==> src/rtl/sbox_pkg.sv <==
// Shared constants for the S-DES S-box lookup engine: the S0 table,
// FSM state codes and lane bus width helpers.
package sbox_pkg;

   localparam logic [0:0] ST_IDLE  = 1'b0;
   localparam logic [0:0] ST_CLEAR = 1'b1;

   // S-DES S0 box, indexed by the raw 4-bit input value.
   function automatic logic [1:0] s0_entry(input logic [3:0] idx);
      logic [1:0] val;
      case (idx)
         4'd0:    val = 2'd1;
         4'd1:    val = 2'd3;
         4'd2:    val = 2'd0;
         4'd3:    val = 2'd2;
         4'd4:    val = 2'd3;
         4'd5:    val = 2'd1;
         4'd6:    val = 2'd2;
         4'd7:    val = 2'd0;
         4'd8:    val = 2'd0;
         4'd9:    val = 2'd3;
         4'd10:   val = 2'd2;
         4'd11:   val = 2'd1;
         4'd12:   val = 2'd1;
         4'd13:   val = 2'd3;
         4'd14:   val = 2'd3;
         default: val = 2'd2;
      endcase
      return val;
   endfunction

   function automatic int lane_bus_w(input int lanes, input int width);
      return lanes * width;
   endfunction

endpackage

==> src/rtl/sbox_lane_read.sv <==
// One lane's read port into the flattened S-box table: index in, entry out.
module sbox_lane_read #(
   parameter int IN_W  = 4,
   parameter int OUT_W = 2
) (
   input  logic [(2**IN_W)*OUT_W-1:0] table_flat,
   input  logic [IN_W-1:0]            idx,
   output logic [OUT_W-1:0]           entry
);

   localparam int DEPTH = 2 ** IN_W;

   always_comb begin
      entry = '0;
      for (int i = 0; i < DEPTH; i++) begin
         if (idx == IN_W'(i)) begin
            entry = table_flat[i*OUT_W +: OUT_W];
         end
      end
   end

endmodule

==> src/rtl/sbox_lut_engine.sv <==
// Runtime-programmable S-box lookup engine: register-file table shared by
// LANES lookup lanes, one registered output stage, sequenced clear and write port.
module sbox_lut_engine
   import sbox_pkg::*;
#(
   parameter int IN_W         = 4,
   parameter int OUT_W        = 2,
   parameter int LANES        = 2,
   parameter int INIT_SDES_S0 = 1
) (
   input  logic                   clk,
   input  logic                   rst_n,
   input  logic                   in_valid,
   output logic                   in_ready,
   input  logic [LANES*IN_W-1:0]  in_data,
   output logic                   out_valid,
   input  logic                   out_ready,
   output logic [LANES*OUT_W-1:0] out_data,
   input  logic                   cfg_we,
   input  logic [IN_W-1:0]        cfg_addr,
   input  logic [OUT_W-1:0]       cfg_data,
   input  logic                   cfg_clr,
   output logic                   cfg_busy,
   output logic                   cfg_err
);

   localparam int DEPTH    = 2 ** IN_W;
   localparam int OUT_BUSW = lane_bus_w(LANES, OUT_W);

   logic [OUT_W-1:0]          table_reg [DEPTH];
   logic [DEPTH*OUT_W-1:0]    table_flat;
   logic [OUT_BUSW-1:0]       lookup;
   logic [0:0]                state_reg;
   logic [IN_W-1:0]           cnt_reg;
   logic                      out_valid_reg;
   logic [OUT_BUSW-1:0]       out_data_reg;
   logic                      cfg_err_reg;
   logic                      accept;
   logic                      in_idle;
   logic                      clr_done;

   assign in_idle  = (state_reg == ST_IDLE);
   assign in_ready = in_idle && !cfg_we && !cfg_clr && (!out_valid_reg || out_ready);
   assign accept   = in_valid && in_ready;
   assign clr_done = (cnt_reg == {IN_W{1'b1}});

   assign out_valid = out_valid_reg;
   assign out_data  = out_data_reg;
   assign cfg_busy  = (state_reg == ST_CLEAR);
   assign cfg_err   = cfg_err_reg;

   generate
      for (genvar gi = 0; gi < DEPTH; gi++) begin : g_flat
         assign table_flat[gi*OUT_W +: OUT_W] = table_reg[gi];
      end
      for (genvar gi = 0; gi < LANES; gi++) begin : g_lane
         sbox_lane_read #(
            .IN_W  (IN_W),
            .OUT_W (OUT_W)
         ) u_lane (
            .table_flat (table_flat),
            .idx        (in_data[gi*IN_W +: IN_W]),
            .entry      (lookup[gi*OUT_W +: OUT_W])
         );
      end
   endgenerate

   // Table: reset restores init contents; clear sweeps one entry per cycle.
   always_ff @(posedge clk or negedge rst_n) begin
      if (!rst_n) begin
         for (int i = 0; i < DEPTH; i++) begin
            table_reg[i] <= (INIT_SDES_S0 != 0) ? OUT_W'(s0_entry(4'(i))) : '0;
         end
      end else if (state_reg == ST_CLEAR) begin
         table_reg[cnt_reg] <= '0;
      end else if (cfg_we && !cfg_clr) begin
         table_reg[cfg_addr] <= cfg_data;
      end
   end

   always_ff @(posedge clk or negedge rst_n) begin
      if (!rst_n) begin
         state_reg <= ST_IDLE;
         cnt_reg   <= '0;
      end else begin
         case (state_reg)
            ST_IDLE: begin
               if (cfg_clr) begin
                  state_reg <= ST_CLEAR;
                  cnt_reg   <= '0;
               end
            end
            default: begin
               cnt_reg <= cnt_reg + 1'b1;
               if (clr_done) begin
                  state_reg <= ST_IDLE;
               end
            end
         endcase
      end
   end

   // Dropped config requests: write colliding with clear start, or anything during clear.
   always_ff @(posedge clk or negedge rst_n) begin
      if (!rst_n) begin
         cfg_err_reg <= 1'b0;
      end else if (in_idle ? (cfg_clr && cfg_we) : (cfg_clr || cfg_we)) begin
         cfg_err_reg <= 1'b1;
      end
   end

   always_ff @(posedge clk or negedge rst_n) begin
      if (!rst_n) begin
         out_valid_reg <= 1'b0;
         out_data_reg  <= '0;
      end else if (accept) begin
         out_valid_reg <= 1'b1;
         out_data_reg  <= lookup;
      end else if (out_ready) begin
         out_valid_reg <= 1'b0;
      end
   end

endmodule

==> config.mk <==
export PLATFORM = sky130hd
export DESIGN_NAME = sbox_lut_engine
export DESIGN_NICKNAME = d
export VERILOG_FILES = /design/src/rtl/sbox_pkg.sv /design/src/rtl/sbox_lane_read.sv /design/src/rtl/sbox_lut_engine.sv
export SDC_FILE = /design/constraint.sdc
export NUM_CORES = 1
export LEC_CHECK = 0
export CORE_ASPECT_RATIO = 1.5
export CORE_MARGIN = 4
export CORE_UTILIZATION = 55
export CTS_BUF_LIST = sky130_fd_sc_hd__clkbuf_4
export DETAILED_ROUTE_END_ITERATION = 10
export GPL_TIMING_DRIVEN = 0
export PLACE_DENSITY = 0.76
export SLEW_MARGIN = 20
export SYNTH_ARGS = -nofsm -noshare
export SYNTH_HDL_FRONTEND = slang
export SYNTH_SLANG_ARGS = --single-unit
export TNS_END_PERCENT = 20
==> constraint.sdc <==
create_clock -name clk -period 1.6 [get_ports clk]
set_input_delay 0.32 -clock clk [delete_from_list [all_inputs] [get_ports clk]]
set_output_delay 0.32 -clock clk [all_outputs]
set_load 0.02 [all_outputs]
==> results.json, run 1 <==
{
  "ys_seq_area_frac": 0.403,
  "cts_root_buf": "clkbuf_4",
  "synthSimpleGateAreaFrac": 0.254,
  "outcome": "finished with violations",
  "post_drt_wl_per_cell_um": 17.3,
  "synth_xor_area_frac": 0.00322,
  "grt_pass1_wl_um": 12500,
  "rows": 31,
  "drive_gt1_frac": 0.211,
  "max_cap_violations": 0,
  "yosys_most_used_dff": "dfrtp_1",
  "p_leak_nw": 1.30,
  "start_util": 0.566,
  "slew_viol_final": 0,
  "dpl.cell_count": 403,
  "worst_pin_slew_ps": 465,
  "largest_register_ffs": 32,
  "first_iter_violations": 143,
  "clock_sinks": 43,
  "cts.htree.levels": 2,
  "fp.dieArea_mm2": 0.00617,
  "seq_power_share": 0.474,
  "ioPinCount": 28,
  "fin_skew_ps": 10.3,
  "antenna_found_initial": 1,
  "ys_ff_latch": 43,
  "clk_path_buf_depth": 2,
  "synth_compound_area_frac": 0.194,
  "grt-ovfl-total": 0,
  "fin_crit_sh": 1.01,
  "critical_path.max_fanout": 4,
  "setup_ws_ps": -14.7,
  "pwr-share-clk": 0.152,
  "drc": 0,
  "vias_per_cell": 6.05,
  "syn_area_per_cell_um2": 8.67,
  "wirelength_um": 7220,
  "synth.area.mux_share": 0.0827,
  "ir_worst_vdd_uv": 1120,
  "worst_skew_pair.late_latency_ps": 360,
  "async_flop_share": 1.00,
  "hold_violations": 0,
  "io_buffers": 22,
  "p_sw_frac": 0.387,
  "dp_hpwl_um": 5700,
  "syn_area_mm2": 0.00272,
  "syn_to_final_growth_pct": 19.8,
  "critical_path_class": "flip-flop to output pin",
  "grt_max_degree": 32,
  "finalSetupViolCount": 1,
  "hp-class": "input port to async pin",
  "stdcell_area_mm2": 0.00326,
  "core_mm2": 0.00481,
  "synth-edff-count": 0,
  "num_vias": 2521,
  "relSlewSlack": 0.690,
  "ant_nets": 0,
  "cts_tree": "yes",
  "numCtsBuffers": 5,
  "placed_cell_area_mm2": 0.00304,
  "synth_cells": 314,
  "die_w_um": 65.5,
  "clock.fmax_mhz": 619,
  "p_int_w": 0.00208,
  "p_per_area_mw_per_mm2": 1040,
  "cts.clk_slew.worst_paths_ps": 120,
  "rsz0062_at_grt": "yes",
  "die_h_um": 94.2,
  "worstSetupEndpointType": "output pin",
  "crit_required_ps": 1280,
  "grt_pass1_vias": 2597,
  "yosys_warnings": 0,
  "grt_usage": 0.267,
  "stdcell_count": 417,
  "fin_crit_ps": 1610,
  "switching_power_w": 0.00131,
  "synth_top_family_by_area": "simple AND/OR/NAND/NOR gates",
  "synth_adder_area_share": 0.0184,
  "arrival_ps": 1290,
  "firstDrtPassIters": 6,
  "p_comb_frac": 0.373,
  "ys_types": 52,
  "failed_checks": "negative setup slack",
  "syn_nets": 338,
  "routabilityCongestion": 0.972,
  "pre_cts_ws_ps": -714,
  "layout.nets": 373,
  "start_kind": "flip-flop"
}
==> synth_stat cells (all sizes together) (4+ instances only) <==
| cell type | instances | area share |
|---|---|---|
| nand2 | 53 | 0.073 |
| o21ai | 42 | 0.077 |
| nand3 | 27 | 0.050 |
| dfrtp | 25 | 0.23 |
| dfstp | 18 | 0.17 |
| nor2 | 14 | 0.020 |
| nor2b | 14 | 0.032 |
| buf | 10 | 0.021 |
| mux2i | 9 | 0.033 |
| clkbuf | 8 | 0.011 |
| inv | 8 | 0.011 |
| a21oi | 7 | 0.013 |
| nand2b | 7 | 0.016 |
| mux4 | 5 | 0.041 |
| o22ai | 5 | 0.011 |
| a211oi | 4 | 0.011 |
| a31oi | 4 | 0.0092 |
| ha | 4 | 0.018 |
| nor3 | 4 | 0.0092 |
| o211ai | 4 | 0.011 |
| o31ai | 4 | 0.011 |
==> metrics by stage <==
step | power (W) | hold WS (ps) | util | TNS (ps)
finish | 0.00340 | 373 | 0.678 | -14.7
global route | 0.00365 | 383 | 0.678 | -197
CTS | 0.00336 | 380 | 0.659 | -169
detailed placement | 0.00285 | 227 | 0.633 | -17740
global placement | 0.00282 | 462 | 0.630 | -45390
floorplan | 0.00239 | 24.4 | - | 0
==> layer usage <==
layer  vias to the layer above  part of all wire  GRT usage
met5                         -                 0          0
met4                         0             0.036      0.137
met3                        19             0.041     0.0347
met2                        81              0.53      0.469
met1                      1211              0.40      0.313
li1                       1210                 -          -
==> placed cells by master, fill, tap and decap left out, drive strengths merged, types with 5 or more instances in the layout <==
master,n
inv,8
dfrtp,25
clkbuf,12
o22ai,5
clkdlybuf4s50,8
mux4,5
o21ai,42
nand3,27
nor2b,14
nand2,53
dfstp,18
nand2b,7
a21oi,7
buf,19
nor2,14
mux2i,9
dlygate4sd2,10
==> logic make-up after synthesis <==
| logic type | Yosys count |
|---|---|
| AO/OA/AOI/OAI | 86 |
| flip-flops | 43 |
| multiplexers | 16 |
| adder cells (fa/ha/maj) | 4 |
| buffers and inverters | 26 |
| XOR/XNOR | 1 |
| AND/OR/NAND/NOR | 138 |
==> area by class of cell <==
type,count,area (µm²)
plain buffers,17,93.8
clock buffers,6,45.0
flip-flops and latches,43,1100
diodes,1,2.50
repair buffers,29,285
fillers,436,1550
well taps,66,82.6
multi-input cells,245,1620
clock inverters,2,7.51
inverters,8,30.0
==> final timing paths <==
kind	slack [ps]	to	from	cells past startpoint
setup / recovery	-10	in_ready	cfg_busy$_DFF_PN0_	4
hold / removal	370	cnt_reg[3]$_DFFE_PN0P_	rst_n	2
setup reg to reg	30	out_data[1]$_DFFE_PN0P_	table_flat[1]$_DFFE_PN0P_	5
hold reg to reg	490	out_data[0]$_DFFE_PN0P_	out_data[0]$_DFFE_PN0P_	2
max in group asynchronous	690	table_flat[22]$_DFFE_PN1P_	rst_n	3
min in group clk	460	out_data[1]$_DFFE_PN0P_	in_data[3]	4
==> timing repair <==
item / 4_1_cts / 5_1_grt
hold endpoints to repair: 7 / 0
endpoints found under the setup margin: 36 / 25
setup buffers: 2 / 3
pin swaps: 4 / 7
hold buffers: 1 / 0
gates resized for setup: 28 / 22
==> power by group through the flow <==
stage          clock [W]  sequential [W]  combinational, W
6_report        0.000517         0.00161           0.00127
5_1_grt         0.000557         0.00165           0.00144
4_1_cts         0.000522         0.00161           0.00123
3_5_place_dp           0         0.00163           0.00122
3_3_place_gp           0         0.00162           0.00120
2_1_floorplan          0         0.00161          0.000781
==> worst max-delay path, stage by stage (launching register included) <==
cell and delay [ps]:
dfrtp_2 460, nor2_4 170, nand2_1 70, nor2_1 90
buf_4 150
Power figures use the tool's default switching activity.
==> run 2, diff against run 1 <==
SKIP_CTS_REPAIR_TIMING = 1   (was not set)
==> run 2 against run 1 <==
Effect of this change: the run still ends with negative setup slack left; non-clock buffer count shrank 2; clock power fell by 1%; worst hold slack got worse by 4.1 ps; worst setup slack worse by 1.5 ps; utilization down 0.44 points; cell count shrank 0.48%; flip-flop and latch count unchanged; design area is 0.65% lower; count of clock-buffer cells in the layout unchanged; via count down 0.16%; largest cell class unchanged.
==> results.json, run 2 (synthesized netlist as in run 1, its figures left out) <==
{
  "outcome": "finished with violations",
  "failed_checks": "negative setup slack",
  "fin_crit_ps": 1620,
  "numCtsBuffers": 5,
  "min-delay-start": "cfg_we",
  "grt-ovfl-total": 0,
  "grt_max_degree": 32,
  "firstDrtPassIters": 5,
  "finalSetupViolCount": 1,
  "start_kind": "flip-flop",
  "die_w_um": 65.5,
  "max_cap_violations": 0,
  "vias_per_cell": 6.07,
  "post_drt_wl_per_cell_um": 17.4,
  "cts.clk_slew.worst_paths_ps": 120,
  "hold_violations": 0,
  "grt_pass1_wl_um": 12400,
  "final.setup.tns_ps": -16.2,
  "wirelength_um": 7200,
  "highest_layer": "met4",
  "io_buffers": 22,
  "worst_pin_slew_ps": 456,
  "ant_nets": 0,
  "worst_skew_pair.late_latency_ps": 350,
  "core_mm2": 0.00481,
  "arrival_ps": 1300,
  "cpPeakStageDelay_ps": 470,
  "clock.fmax_mhz": 619,
  "drc": 0,
  "pre_cts_ws_ps": -714,
  "cts.htree.levels": 2,
  "m1WireLength_um": 2790,
  "slew_viol_final": 0,
  "crit_required_ps": 1280,
  "fin_skew_ps": 4.20,
  "final_cell_mix": "nand2_1, o21ai_0, nand3_1",
  "wl_met2_um": 3790,
  "power.total_w": 0.00338,
  "cts_root_buf": "clkbuf_4",
  "die_h_um": 94.2,
  "num-fill-cells": 446,
  "critPathLaunch": "cfg_busy$_DFF_PN0_",
  "largest_register_ffs": 32,
  "relSlewSlack": 0.696,
  "r2r-start": "table_flat[1]$_DFFE_PN0P_",
  "num_vias": 2517,
  "critical_path_class": "flip-flop to output pin",
  "drive_gt1_frac": 0.190,
  "grt_pass1_vias": 2603,
  "grt_usage": 0.266,
  "syn_to_final_growth_pct": 19.0,
  "worstSetupEndpointType": "output pin",
  "fp.dieArea_mm2": 0.00617,
  "placed_cell_area_mm2": 0.00304,
  "layout.nets": 371,
  "routabilityCongestion": 0.972,
  "setup_ws_ps": -16.2,
  "rows": 31,
  "p_leak_nw": 1.35,
  "ioPinCount": 28,
  "p_per_area_mw_per_mm2": 1040,
  "cp_slowest_cell": "dfrtp_2",
  "cts_tree": "yes",
  "antenna_found_initial": 1,
  "wl_met3_um": 350,
  "first_iter_violations": 171,
  "ir_worst_vdd_uv": 1110,
  "critical_path.max_fanout": 5,
  "dp_hpwl_um": 5700,
  "hp-class": "input port to flip-flop",
  "stdcell_area_mm2": 0.00324,
  "clk_path_buf_depth": 2,
  "rsz0062_at_grt": "yes",
  "clock_sinks": 43,
  "fin_crit_sh": 1.01,
  "crit_chain": "nor2_4 > nand2_1 > nor2_1 > buf_4",
  "final_common_cell": "nand2_1",
  "start_util": 0.566
}
[run 2: per-stage QoR]
step,cells,hold WS (ps),util
2_1_floorplan,314,24.4,-
3_3_place_gp,402,462,0.630
3_5_place_dp,403,227,0.633
4_1_cts,411,-159,0.644
5_1_grt,415,383,0.674
6_report,415,369,0.674
[run 2: worst paths after layout]
kind	slack, ps	cells after the start	end
max in group asynchronous	680	3	table_flat[22]$_DFFE_PN1P_
min	370	3	cfg_err$_DFFE_PN0P_
min reg2reg	490	2	out_data[0]$_DFFE_PN0P_
max	-20	4	in_ready
min in group asynchronous	380	2	cnt_reg[3]$_DFFE_PN0P_
max reg2reg	30	5	out_data[1]$_DFFE_PN0P_
[run 2: power breakdown]
group          internal, W  switching, W  leakage, nW  total (W)
logic             0.000518      0.000740        0.806    0.00126
registers          0.00139      0.000227        0.511    0.00162
clock network     0.000180      0.000331       0.0307   0.000511
[run 2: critical path: cells and delay by family (launching register included)]
kind / cells / cell delay, ps
flip-flops: 1 / 470
buffers and inverters: 1 / 150
AND/OR/NAND/NOR: 3 / 330
[run 2: metal layers]
| metal | vias up | global-route usage |
|---|---|---|
| li1 | 1210 | - |
| met1 | 1195 | 0.308 |
| met2 | 91 | 0.467 |
| met3 | 21 | 0.0371 |
| met4 | 0 | 0.137 |
| met5 | - | 0 |
[run 2: layout make-up]
class                           count  area, µm²  area share
Inverter                            8       30.0     0.00926
Multi-Input combinational cell    245       1590       0.491
Tap cell                           66       82.6      0.0255
Buffer                             18        101      0.0313
Timing Repair Buffer               26        283      0.0872
Clock buffer                        6       45.0      0.0139
Sequential cell                    43       1100       0.339
Antenna cell                        1       2.50    0.000772
Clock inverter                      2       7.51     0.00232
